**src/rtl/patram_arbiter.sv**
```systemverilog
// Shares the single-port pattern RAM between the CPU data port and the blitter read port.
// The blitter wins arbitration, but a waiting CPU access is granted after at most MAX_BLIT_RUN blitter grants.
module patram_arbiter #(
    parameter int ADDR_W          = 14,
    parameter int BLIT_FIFO_DEPTH = 4,
    parameter int MAX_BLIT_RUN    = 8
) (
    input  logic              clock,
    input  logic              reset_n,
    input  logic              cpud_request,
    input  logic [15:0]       cpud_addr,
    input  logic              cpud_write,
    input  logic [3:0]        cpud_byte_enable,
    input  logic [31:0]       cpud_wdata,
    output logic [31:0]       cpud_rdata,
    output logic              cpud_ack,
    input  logic              blit_request,
    input  logic [15:0]       blit_addr,
    output logic              blit_ready,
    output logic [31:0]       blit_rdata,
    output logic              blit_ack,
    output logic              ram_en,
    output logic              ram_we,
    output logic [ADDR_W-1:0] ram_addr,
    output logic [3:0]        ram_be,
    output logic [31:0]       ram_wdata,
    input  logic [31:0]       ram_rdata
);

    localparam int PTR_W = (BLIT_FIFO_DEPTH > 1) ? $clog2(BLIT_FIFO_DEPTH) : 1;
    localparam int CNT_W = $clog2(BLIT_FIFO_DEPTH + 1);
    localparam int RUN_W = $clog2(MAX_BLIT_RUN + 1);
    localparam logic [CNT_W-1:0] FIFO_FULL = CNT_W'(BLIT_FIFO_DEPTH);
    localparam logic [RUN_W-1:0] RUN_MAX   = RUN_W'(MAX_BLIT_RUN);

    typedef enum logic [1:0] {
        GNT_NONE = 2'b00,
        GNT_CPU  = 2'b01,
        GNT_BLIT = 2'b10
    } grant_e;

    logic              r_cpu_pend;
    logic [ADDR_W-1:0] r_cpu_addr;
    logic              r_cpu_we;
    logic [3:0]        r_cpu_be;
    logic [31:0]       r_cpu_wdata;

    logic [ADDR_W-1:0] r_fifo_mem [BLIT_FIFO_DEPTH];
    logic [PTR_W-1:0]  r_wr_ptr;
    logic [PTR_W-1:0]  r_rd_ptr;
    logic [CNT_W-1:0]  r_fifo_count;
    logic [RUN_W-1:0]  r_run_cnt;

    logic              r_tag_valid;
    logic              r_tag_cpu;

    grant_e            w_grant;
    logic              w_fifo_empty;
    logic              w_fifo_full;
    logic              w_push;
    logic              w_pop;
    logic              w_unused_addr_bits;

    // Byte-offset bits never reach the word-addressed RAM.
    assign w_unused_addr_bits = ^{cpud_addr[1:0], blit_addr[1:0]};

    assign w_fifo_empty = (r_fifo_count == CNT_W'(0));
    assign w_fifo_full  = (r_fifo_count == FIFO_FULL);
    // Push is gated on the registered count only, so a full queue rejects even with a same-cycle pop.
    assign w_push       = blit_request && !w_fifo_full;
    assign w_pop        = (w_grant == GNT_BLIT);

    // Arbitration: CPU only when the queue is idle or the blitter has used up its run.
    always_comb begin
        w_grant = GNT_NONE;
        if (r_cpu_pend && (w_fifo_empty || (r_run_cnt == RUN_MAX))) begin
            w_grant = GNT_CPU;
        end else if (!w_fifo_empty) begin
            w_grant = GNT_BLIT;
        end else begin
            w_grant = GNT_NONE;
        end
    end

    // RAM port drive from the granted source.
    always_comb begin
        ram_en    = 1'b0;
        ram_we    = 1'b0;
        ram_addr  = {ADDR_W{1'b0}};
        ram_be    = 4'b0000;
        ram_wdata = 32'h0000_0000;
        case (w_grant)
            GNT_CPU: begin
                ram_en    = 1'b1;
                ram_we    = r_cpu_we;
                ram_addr  = r_cpu_addr;
                ram_be    = r_cpu_we ? r_cpu_be : 4'b1111;
                ram_wdata = r_cpu_wdata;
            end
            GNT_BLIT: begin
                ram_en    = 1'b1;
                ram_we    = 1'b0;
                ram_addr  = r_fifo_mem[r_rd_ptr];
                ram_be    = 4'b1111;
                ram_wdata = 32'h0000_0000;
            end
            default: begin
                ram_en    = 1'b0;
            end
        endcase
    end

    // CPU pending register: one outstanding access, a new request while pending is ignored.
    always_ff @(posedge clock or negedge reset_n) begin
        if (!reset_n) begin
            r_cpu_pend  <= 1'b0;
            r_cpu_addr  <= {ADDR_W{1'b0}};
            r_cpu_we    <= 1'b0;
            r_cpu_be    <= 4'b0000;
            r_cpu_wdata <= 32'h0000_0000;
        end else if (w_grant == GNT_CPU) begin
            r_cpu_pend  <= 1'b0;
        end else if (cpud_request && !r_cpu_pend) begin
            r_cpu_pend  <= 1'b1;
            r_cpu_addr  <= cpud_addr[ADDR_W+1:2];
            r_cpu_we    <= cpud_write;
            r_cpu_be    <= cpud_byte_enable;
            r_cpu_wdata <= cpud_wdata;
        end
    end

    // Blitter queue storage; contents are don't-care once the pointers are reset.
    always_ff @(posedge clock) begin
        if (w_push) begin
            r_fifo_mem[r_wr_ptr] <= blit_addr[ADDR_W+1:2];
        end
    end

    // Blitter queue pointers and occupancy.
    always_ff @(posedge clock or negedge reset_n) begin
        if (!reset_n) begin
            r_wr_ptr     <= {PTR_W{1'b0}};
            r_rd_ptr     <= {PTR_W{1'b0}};
            r_fifo_count <= {CNT_W{1'b0}};
        end else begin
            if (w_push) begin
                r_wr_ptr <= r_wr_ptr + PTR_W'(1);
            end
            if (w_pop) begin
                r_rd_ptr <= r_rd_ptr + PTR_W'(1);
            end
            case ({w_push, w_pop})
                2'b10:   r_fifo_count <= r_fifo_count + CNT_W'(1);
                2'b01:   r_fifo_count <= r_fifo_count - CNT_W'(1);
                default: r_fifo_count <= r_fifo_count;
            endcase
        end
    end

    // Consecutive blitter grants taken while the CPU is waiting.
    always_ff @(posedge clock or negedge reset_n) begin
        if (!reset_n) begin
            r_run_cnt <= {RUN_W{1'b0}};
        end else begin
            case (w_grant)
                GNT_BLIT: begin
                    if (!r_cpu_pend) begin
                        r_run_cnt <= {RUN_W{1'b0}};
                    end else if (r_run_cnt != RUN_MAX) begin
                        r_run_cnt <= r_run_cnt + RUN_W'(1);
                    end
                end
                default: r_run_cnt <= {RUN_W{1'b0}};
            endcase
        end
    end

    // In-flight tag: one grant per cycle, so one entry steers the next-cycle ack.
    always_ff @(posedge clock or negedge reset_n) begin
        if (!reset_n) begin
            r_tag_valid <= 1'b0;
            r_tag_cpu   <= 1'b0;
        end else begin
            r_tag_valid <= (w_grant != GNT_NONE);
            r_tag_cpu   <= (w_grant == GNT_CPU);
        end
    end

    assign cpud_ack   = r_tag_valid && r_tag_cpu;
    assign blit_ack   = r_tag_valid && !r_tag_cpu;
    assign cpud_rdata = cpud_ack ? ram_rdata : 32'h0000_0000;
    assign blit_rdata = blit_ack ? ram_rdata : 32'h0000_0000;
    assign blit_ready = !w_fifo_full;

endmodule

```
**config.mk**
```make
export PLATFORM = sky130hd
export DESIGN_NAME = patram_arbiter
export DESIGN_NICKNAME = d
export VERILOG_FILES = /design/src/rtl/patram_arbiter.sv
export SDC_FILE = /design/constraint.sdc
export NUM_CORES = 1
export LEC_CHECK = 0
export CAP_MARGIN = 10
export CORE_MARGIN = 1.5
export CORE_UTILIZATION = 39
export CTS_CLUSTER_DIAMETER = 50
export DETAILED_ROUTE_END_ITERATION = 8
export PLACE_DENSITY_LB_ADDON = 0.12
export SYNTH_ARGS = -nofsm -noshare
export SYNTH_HDL_FRONTEND = slang
export SYNTH_SLANG_ARGS = --single-unit
```
**constraint.sdc**
```tcl
create_clock -name clock -period 2.4 [get_ports clock]
set_clock_uncertainty 0.2 [all_clocks]
set_input_delay 0.24 -clock clock [delete_from_list [all_inputs] [get_ports clock]]
set_output_delay 0.24 -clock clock [all_outputs]
set_load 0.05 [all_outputs]
```
* After elaboration in Yosys (flattened, before gate mapping)
Memories as Yosys holds them, arrays and structs flattened. Index checks and enable logic that the tools add are counted.
Word-level totals: bits in registers 65, memories kept 1, word-level logic and storage cells 59, input port bits 105, output and inout port bits 119, bits in writable memories 56
Operators by class: reductions and logical operators 15, bitwise logic cells 1, muxes and demuxes 18, add/subtract/negate cells 5, eq/ne operators 8
Memory list:
- r_fifo_mem | depth 4, bits a word 14, read ports 1, clocked after memory_dff 0, write ports 1, line 48 | logic [ADDR_W-1:0] r_fifo_mem [BLIT_FIFO_DEPTH];
Operators with widths (number):
- 32-bit 2-to-1 mux | 3
- 14-bit case mux with 2 select lines | 1
- 4-bit 2-to-1 mux | 4
- 4-bit case mux with 2 select lines | 1
- 1-bit 2-to-1 mux | 6
- 3-bit case mux with 2 select lines | 1
- 2-bit nonzero test | 3
- 1-bit logical AND | 5
- 2-bit by 1-bit adder with 2-bit output, second input constant | 2
- 4-bit by 1-bit adder with 4-bit output, second input constant | 1
- 2-bit by 1-bit == test with 1-bit output, second input constant | 2
- 2-bit == test, second input constant | 2
- 4-bit == test, second input constant | 1
- 2-bit 2-to-1 mux | 2
- 4-bit != test, second input constant | 1
- 3-bit by 1-bit adder with 3-bit output, second input constant | 1
- 3-bit == test, second input constant | 1
- 1-bit zero test | 3
- 3-bit zero test | 1
- 3-bit by 2-bit != test with 1-bit output, second input constant | 1
- 3-bit by 1-bit subtractor with 3-bit output, second input constant | 1
- 2-bit AND reduction | 1
- 2-bit OR reduction | 1
- 1-bit logical OR | 1
- 1-bit NOT | 1

* Logic depth before layout (Yosys ltp)
Gate-level depths: netlist (run 1).
word-level depth 7, depth in mapped cells 10, depth with buffers taken out 9

* Worst setup path after synthesis (run 1)
Ideal clock, no wire load.
path type register -> output, from register r_run_cnt[0], to output port ram_be[0], stages on the path, launching flop included 5, buffers on the path 0, setup slack -36 ps, arrival time 1996 ps, cell sequence dfrtp_1 > inv_1 > ha_1 > and4b_1 > o21ai_0
On the way: cells in the longest elaborated chain, start to end 6, elaborated cells on any way between the ends 7
RTL lines:
- start: declaration | line 52 | logic [RUN_W-1:0] r_run_cnt;
- start signal: assignment | line 163 | r_run_cnt <= {RUN_W{1'b0}};
- start signal: assignment | line 168 | r_run_cnt <= {RUN_W{1'b0}};
- start signal: assignment | line 170 | r_run_cnt <= r_run_cnt + RUN_W'(1);
- 4-bit == test (*) | line 76 | if (r_cpu_pend && (w_fifo_empty || (r_run_cnt == RUN_MAX))) begin
- 1-bit logical OR (*) | line 76
- 1-bit logical AND (*) | line 76
- 2-bit 2-to-1 mux (*) | line 76
- 2-bit == test / 2-bit by 1-bit == test with 1-bit output (equally long branches) | line 92 | case (w_grant)
- 4-bit case mux with 2 select lines (*) | line 92
- end: declaration | line 25 | output logic [3:0] ram_be,
Mark *: on every way between the ends. The rest lies on a longest branch, timed or not.

* Worst setup path after layout (run 1)
from register r_fifo_count[0], to output port ram_wdata[27]
On the way: cells in the longest elaborated chain, start to end 6, elaborated cells on any way between the ends 7
RTL lines:
- start: declaration | line 51 | logic [CNT_W-1:0] r_fifo_count;
- start signal: assignment | line 144 | r_fifo_count <= {CNT_W{1'b0}};
- start signal: assignment | line 153 | 2'b10: r_fifo_count <= r_fifo_count + CNT_W'(1);
- start signal: assignment | line 154 | 2'b01: r_fifo_count <= r_fifo_count - CNT_W'(1);
- 3-bit zero test (*) | line 67 | assign w_fifo_empty = (r_fifo_count == CNT_W'(0));
- 1-bit logical OR | line 76
- 1-bit logical AND | line 76
- 2-bit 2-to-1 mux (*) | line 76
- 2-bit by 1-bit == test with 1-bit output (*) | line 92
- 32-bit 2-to-1 mux (*) | line 92
- end: declaration | line 26 | output logic [31:0] ram_wdata,
Marks and branches as above.

==> results of run 1 <==
==> layer usage <==
layer	vias up	GRT usage
met4	0	0.08503
met5	-	0
met2	139	0.3364
li1	1879	-
met1	1956	0.2491
met3	25	0.06554
==> placed cells by master, fill, tap and decap left out, types with 3 or more instances in the layout <==
cell type / instances
edfxtp_1: 56
o21ai_0: 6
mux2_2: 4
clkinv_4: 4
buf_12: 78
buf_4: 51
buf_6: 14
ha_1: 5
clkdlybuf4s50_1: 99
inv_1: 6
and3_1: 36
clkbuf_16: 17
nor2_1: 3
dfrtp_1: 65
o21ai_1: 4
mux2_1: 47
xnor2_1: 3
mux4_2: 14
nand2_1: 3
and2_4: 12
and2_1: 55
nand2b_1: 3
xor2_1: 3
inv_6: 3
a22o_1: 13
clkinvlp_4: 3
==> synthesized netlist by cell type, types with 2 or more instances <==
library cell,n
buf_6,3
dfrtp_1,65
nand2_1,3
mux4_2,14
nand3b_1,2
nor2_1,3
and3_1,36
nor2b_1,2
a21oi_1,2
ha_1,7
mux2_1,47
o21ai_0,10
clkbuf_1,10
and2_1,66
xor2_1,3
xnor2_1,3
mux2_2,4
edfxtp_1,56
a22o_1,14
inv_1,6
buf_2,11
nand2b_1,3
==> power groups by stage <==
stage / clock (mW) / sequential (mW) / combinational, mW
finish: 2.23 / 3.26 / 7.24
floorplan: 0 / 3.20 / 4.15
detailed placement: 0 / 3.28 / 7.03
global route: 2.39 / 3.34 / 7.59
global placement: 0 / 3.23 / 6.94
CTS: 2.29 / 3.26 / 7.30
==> cell families (layout without fill, tap and decap cells) <==
kind of cell / Yosys count / count (layout) / synth area share
AO/OA/AOI/OAI: 28 / 28 / 0.03640
XOR/XNOR: 6 / 6 / 0.009498
adder cells (fa/ha/maj): 8 / 8 / 0.01944
buffers and inverters: 32 / 284 / 0.02894
flip-flops: 121 / 121 / 0.5978
multiplexers: 66 / 66 / 0.1635
other: 0 / 1 / 0
AND/OR/NAND/NOR: 125 / 125 / 0.1445
==> how the worst max path moves through the flow <==
stage | start | end | slack (ns) | cells past startpoint
2_1_floorplan | r_run_cnt[0]$_DFFE_PN0P_ | ram_be[0] | -0.03 | 4
3_3_place_gp | blit_request | r_fifo_count[2]$_DFFE_PN0P_ | 0.15 | 8
3_5_place_dp | r_run_cnt[0]$_DFFE_PN0P_ | r_fifo_count[2]$_DFFE_PN0P_ | 0.02 | 9
4_1_cts | r_fifo_count[0]$_DFFE_PN0P_ | ram_addr[12] | -0.14 | 7
5_1_grt | r_fifo_count[0]$_DFFE_PN0P_ | ram_addr[3] | -0.21 | 6
6_report | r_fifo_count[0]$_DFFE_PN0P_ | ram_wdata[27] | -0.13 | 6
==> through the flow <==
| stage | hold slack, ns | TNS, ns | utilization |
|---|---|---|---|
| 3_3_place_gp | 0.1976 | 0 | 0.6213 |
| 4_1_cts | 0.2053 | -4.906 | 0.6708 |
| 2_1_floorplan | -0.2556 | -0.1143 | - |
| 5_1_grt | 0.2161 | -8.256 | 0.6731 |
| 6_report | 0.2287 | -4.458 | 0.6731 |
| 3_5_place_dp | 0.2093 | 0 | 0.6213 |
==> worst register-to-register path, stage by stage (launching register included) <==
cell	delay (ns)
dfrtp_1	0.39
buf_4	0.14
or3b_4	0.40
and2_4	0.18
inv_2	0.04
ha_2	0.18
fa_1	0.40
mux2_2	0.27
==> sequential cells by signal (all words and copies together), names as in the netlist <==
signal	cells
r_rd_ptr	2
r_tag_valid	1
r_cpu_be	4
r_wr_ptr	2
r_cpu_pend	1
r_tag_cpu	1
r_run_cnt	4
r_cpu_addr	14
r_cpu_we	1
r_fifo_count	3
r_fifo_mem	56
r_cpu_wdata	32
==> timing repair <==
action / in CTS / in global routing
pin swaps: 14 / 1
gates resized for setup: 34 / 2
setup endpoints to repair: 52 / 49
gates cloned: 1 / 0
setup buffers: 6 / 3
endpoints found under the hold margin: 65 / 0
hold buffers: 1 / 0
==> final cells by class <==
class / count / area (µm²) / share of cell area
timing repair buffer: 245 / 3127 / 0.3347
inverter: 7 / 26.28 / 0.002812
multi-input combinational: 233 / 2123 / 0.2273
clock inverter: 14 / 101.3 / 0.01085
clock buffer: 18 / 429.2 / 0.04594
antenna: 1 / 2.502 / 0.0002678
tap: 180 / 225.2 / 0.02411
sequential: 121 / 3308 / 0.3541
==> reports/results.tsv, run 1 <==
metric	value	unit
status	finished with violations	
violations	setup timing	
ys_ff_latch	121	
grt_max_degree	66	
finalWirelength	14780	µm
grt_setup_unrepaired	true	
rr_worst_depth	7	
drt-initial-drc-count	166	
end_kind	output port	
path_buf_inv	3	
p_total	12.73	mW
viasPerCell	4.883	
avgSynthCellArea	14.34	µm²
maxSlewViolCount	0	
coreArea	0.01388	mm²
stdcell_count	819	
min_to	r_cpu_addr[6]$_DFFE_PN0P_	
cp_max_fo	34	
vias	3999	
min_path_cells	2	
clk_pin_slew	0.05	ns
reg2reg_from	r_fifo_count[0]$_DFFE_PN0P_	
overflow	0	
nets	738	
grt_pass1_vias	4062	
dieArea	0.01491	mm²
grt_pass1_wl	22580	µm
gp_congestion	0.7442	
path_class	reg -> out	
path_cells	buf_6 -> or3_4 -> a21boi_4 -> buf_12 -> and2_1 -> buf_12	
met1_length	6128	µm
clock.fmax	0.3957	GHz
post-route-drc-count	0	
routed-wl-met2	7309	µm
cts.sinks	121	
maxCapViolCount	0	
top_layer	met4	
rrSetupSlack	0.08	ns
synth_edf_count	56	
finalHoldViolCount	0	
start_util	0.3987	
cpLargestDelayFamily	simple AND/OR/NAND/NOR gates	
yosys_warnings	0	
hp-class	in -> reg	
numCtsBuffers	17	
min_from	cpud_addr[8]	
place_area	0.008625	mm²
area_delta_synth_final	68.82	%
setup_viol	47	
synth_top_area_cell	edfxtp_1	
crit_path_start_kind	flop	
p_switching	5.186	mW
rr_endpoint	r_fifo_count[1]$_DFFE_PN0P_	
critPathArrivalTime	2.09	ns
place_ws	0.01947	ns
p_sw_frac	0.4076	
fin_ws	-0.1269	ns
antenna_found_initial	1	
power_frac_seq	0.256	
slowest_delay	0.39	ns
ys_types	38	
clock_power_share	0.176	
combPwrFrac	0.569	
io_pins	224	
syn_nets	499	
fillers	997	
cts_tree	yes	
htree_num_levels	4	
ant_nets	0	
drive_gt1_frac	0.3370	
die_x	122.1	µm
slew_headroom	0.4238	
synthFlopType	dfrtp_1	
yosysTopAreaCellShare	0.3039	
synth_area	0.005534	mm²
grt_usage	0.2046	
ys_seq_area_frac	0.5978	
cts-root-buf	clkbuf_16	
worst_pin_slew	0.8643	ns
worst_skew_pair.late_latency	0.41	ns
rows	43	
dpl.cell_count	775	
power.internal	7.539	mW
wl_met3	995	µm
io_buffers	219	
clock_path_buffers	2	
path_common_cell	buf_12	
fin_crit	2.527	ns
period_share	1.053	
crit_path_top_delay_cell	dfrtp_1	
netlist_instances	386	
design_area	0.009343	mm²
ir_worst_vdd	0.0008901	V
crit_required	1.96	ns
firstDrtPassIters	4	
leakagePower	3.953	nW
wl_per_cell	18.05	µm
hpwl	10530	µm
synthTopCellsByArea	edfxtp_1, dfrtp_1, mux2_1	
async_reset_ff_frac	0.5372	
die_y	122.1	µm
power_density	1362	mW/mm²
No activity file was read; power rests on OpenSTA's default activity.
==> run 2: changes to the inputs <==
CORE_UTILIZATION = 40   (was 39)
CTS_BUF_LIST = sky130_fd_sc_hd__clkbuf_2   (was not set)
CTS_CLUSTER_DIAMETER = not set   (was 50)
==> run 2 against run 1 <==
Effect of this change: the run ends with hold timing, setup timing left; first-iteration DRC count up 10%; die area down 2.4%; flip-flop and latch count unchanged; largest cell class is now non-clock buffers; largest power group unchanged; highest routed layer unchanged.
==> reports/results.tsv, run 2 (synthesis results as in run 1) <==
metric	value	unit
antenna_found_initial	2	
cts_tree	yes	
final_core_util	0.7376	
area_delta_synth_final	77.91	%
path_cells	buf_6 -> or3_4 -> a21boi_4 -> buf_6 -> buf_16 -> and2_4 -> buf_12	
hpwl	11630	µm
path_common_cell	buf_6	
slowest_delay	0.42	ns
p_total	12.20	mW
vias	4427	
power_frac_seq	0.267	
htree_num_levels	4	
rows	42	
maxCapViolCount	0	
clock_power_share	0.118	
hp-class	in -> async	
final_cell_mix	clkdlybuf4s50_1, buf_12, dlygate4sd3_1	
end_kind	output port	
grt_setup_unrepaired	true	
overflow	0	
power.internal	6.924	mW
stdcell_count	887	
status	finished with violations	
mostFrequentLayoutCell	clkdlybuf4s50_1	
grt_pass1_wl	26660	µm
dpl.cell_count	772	
power_density	1239	mW/mm²
crit_path_top_delay_cell	dfrtp_1	
clk_pin_slew	0.19	ns
start_util	0.4146	
violations	hold timing, setup timing	
io_buffers	219	
cts-root-buf	clkbuf_2	
cp_max_fo	8	
clock_path_buffers	2	
fin_crit	2.829	ns
grt_max_degree	49	
crit_path_start_kind	flop	
reg_top3	r_fifo_mem x56, r_cpu_wdata x32, r_cpu_addr x14	
p_sw_frac	0.4325	
combPwrFrac	0.615	
hold_buffers	67	
grt_usage	0.2457	
setup_viol	52	
viasPerCell	4.991	
coreArea	0.01335	mm²
gp_congestion	0.8975	
drive_gt1_frac	0.3484	
worst_pin_slew	0.9968	ns
seqCellArea	0.003308	mm²
dieArea	0.01455	mm²
path_class	reg -> out	
nets	809	
period_share	1.179	
crit_required	1.96	ns
maxSlewViolCount	0	
die_y	120.6	µm
largest_reg_flops	56	
critPathArrivalTime	2.39	ns
cts.sinks	121	
grt_pass1_vias	4780	
firstDrtPassIters	4	
top_register	r_fifo_mem	
fin_ws	-0.4286	ns
slew_headroom	0.3333	
whs	-0.04566	ns
post-route-drc-count	0	
wl_per_cell	19.58	µm
leakagePower	4.201	nW
clock.fmax	0.3535	GHz
numCtsBuffers	17	
drt-initial-drc-count	183	
multi_input_area	0.002196	mm²
ant_nets	0	
finalHoldViolCount	43	
io_pins	224	
fillers	877	
worst_skew_pair.late_latency	0.65	ns
ir_worst_vdd	0.0009618	V
p_switching	5.276	mW
finalWirelength	17370	µm
die_x	120.6	µm
[run 2: changes by cell type in the layout (fill, tap and decap cells not counted), sizes merged, moves of 3 or more]
| cell | delta |
|---|---|
| buf | +6 |
| bufinv | +3 |
| clkinv | -4 |
| dlygate4sd3 | +66 |
| inv | +3 |
[run 2: critical path: cells and delay by family (launching register included)]
family	cells	cell delay [ns]
compound gates	1	0.23
flops	1	0.42
buf+inv	4	0.55
simple gates	2	0.54
[run 2: per-layer routing]
layer | share of wire | global-route usage | routed length (µm)
met1 | 0.37 | 0.2762 | 6370
met5 | 0 | 0 | 0
met2 | 0.54 | 0.4453 | 9306
met3 | 0.071 | 0.06462 | 1239
met4 | 0.026 | 0.09191 | 454
[run 2: layout make-up]
class / instances / area share
repair buffers: 316 / 0.3875
flip-flops and latches: 121 / 0.3360
multi-input cells: 233 / 0.2230
well taps: 176 / 0.02237
clock inverters: 15 / 0.01932
clock buffers: 17 / 0.008642
inverters: 7 / 0.002669
diodes: 2 / 0.0005083
[run 2: worst paths after layout]
kind | end | cells past startpoint | slack [ns] | from
max in group asynchronous | r_cpu_wdata[13]$_DFFE_PN0P_ | 3 | 0.21 | reset_n
max reg2reg | r_fifo_count[1]$_DFFE_PN0P_ | 7 | 0.07 | r_fifo_count[0]$_DFFE_PN0P_
max | ram_wdata[22] | 7 | -0.43 | r_fifo_count[1]$_DFFE_PN0P_
min reg2reg | r_cpu_addr[13]$_DFFE_PN0P_ | 1 | 0.31 | r_cpu_addr[13]$_DFFE_PN0P_
min | r_cpu_wdata[26]$_DFFE_PN0P_ | 2 | -0.05 | reset_n
min in group clock | r_cpu_wdata[18]$_DFFE_PN0P_ | 3 | 0.20 | cpud_request
[run 2: per-stage QoR]
| step | setup TNS [ns] | worst slack (ns) | instance area, µm² |
|---|---|---|---|
| 3_5_place_dp | 0 | 0.08598 | 8577 |
| 2_1_floorplan | -0.1143 | -0.02857 | 5538 |
| 5_1_grt | -26.30 | -0.5642 | 9846 |
| 6_report | -18.85 | -0.4286 | 9846 |
| 3_3_place_gp | 0 | 0.1497 | 8577 |
| 4_1_cts | -22.38 | -0.4874 | 9809 |
[run 2: power by group through the flow]
stage	sequential (mW)	combinational [mW]	clock, mW
global placement	3.21	6.73	0
detailed placement	3.27	6.85	0
floorplan	3.20	4.15	0
finish	3.26	7.50	1.44
global route	3.34	7.88	1.58
CTS	3.22	7.46	1.48
[run 2: repair_timing]
| item | CTS | global route |
|---|---|---|
| resized for setup | 52 | 29 |
| setup endpoints to repair | 53 | 86 |
| gates cloned | 3 | 2 |
| buffers inserted | 11 | 1 |
| endpoints found under the hold margin | 172 | 47 |
| pin swaps | 19 | 7 |
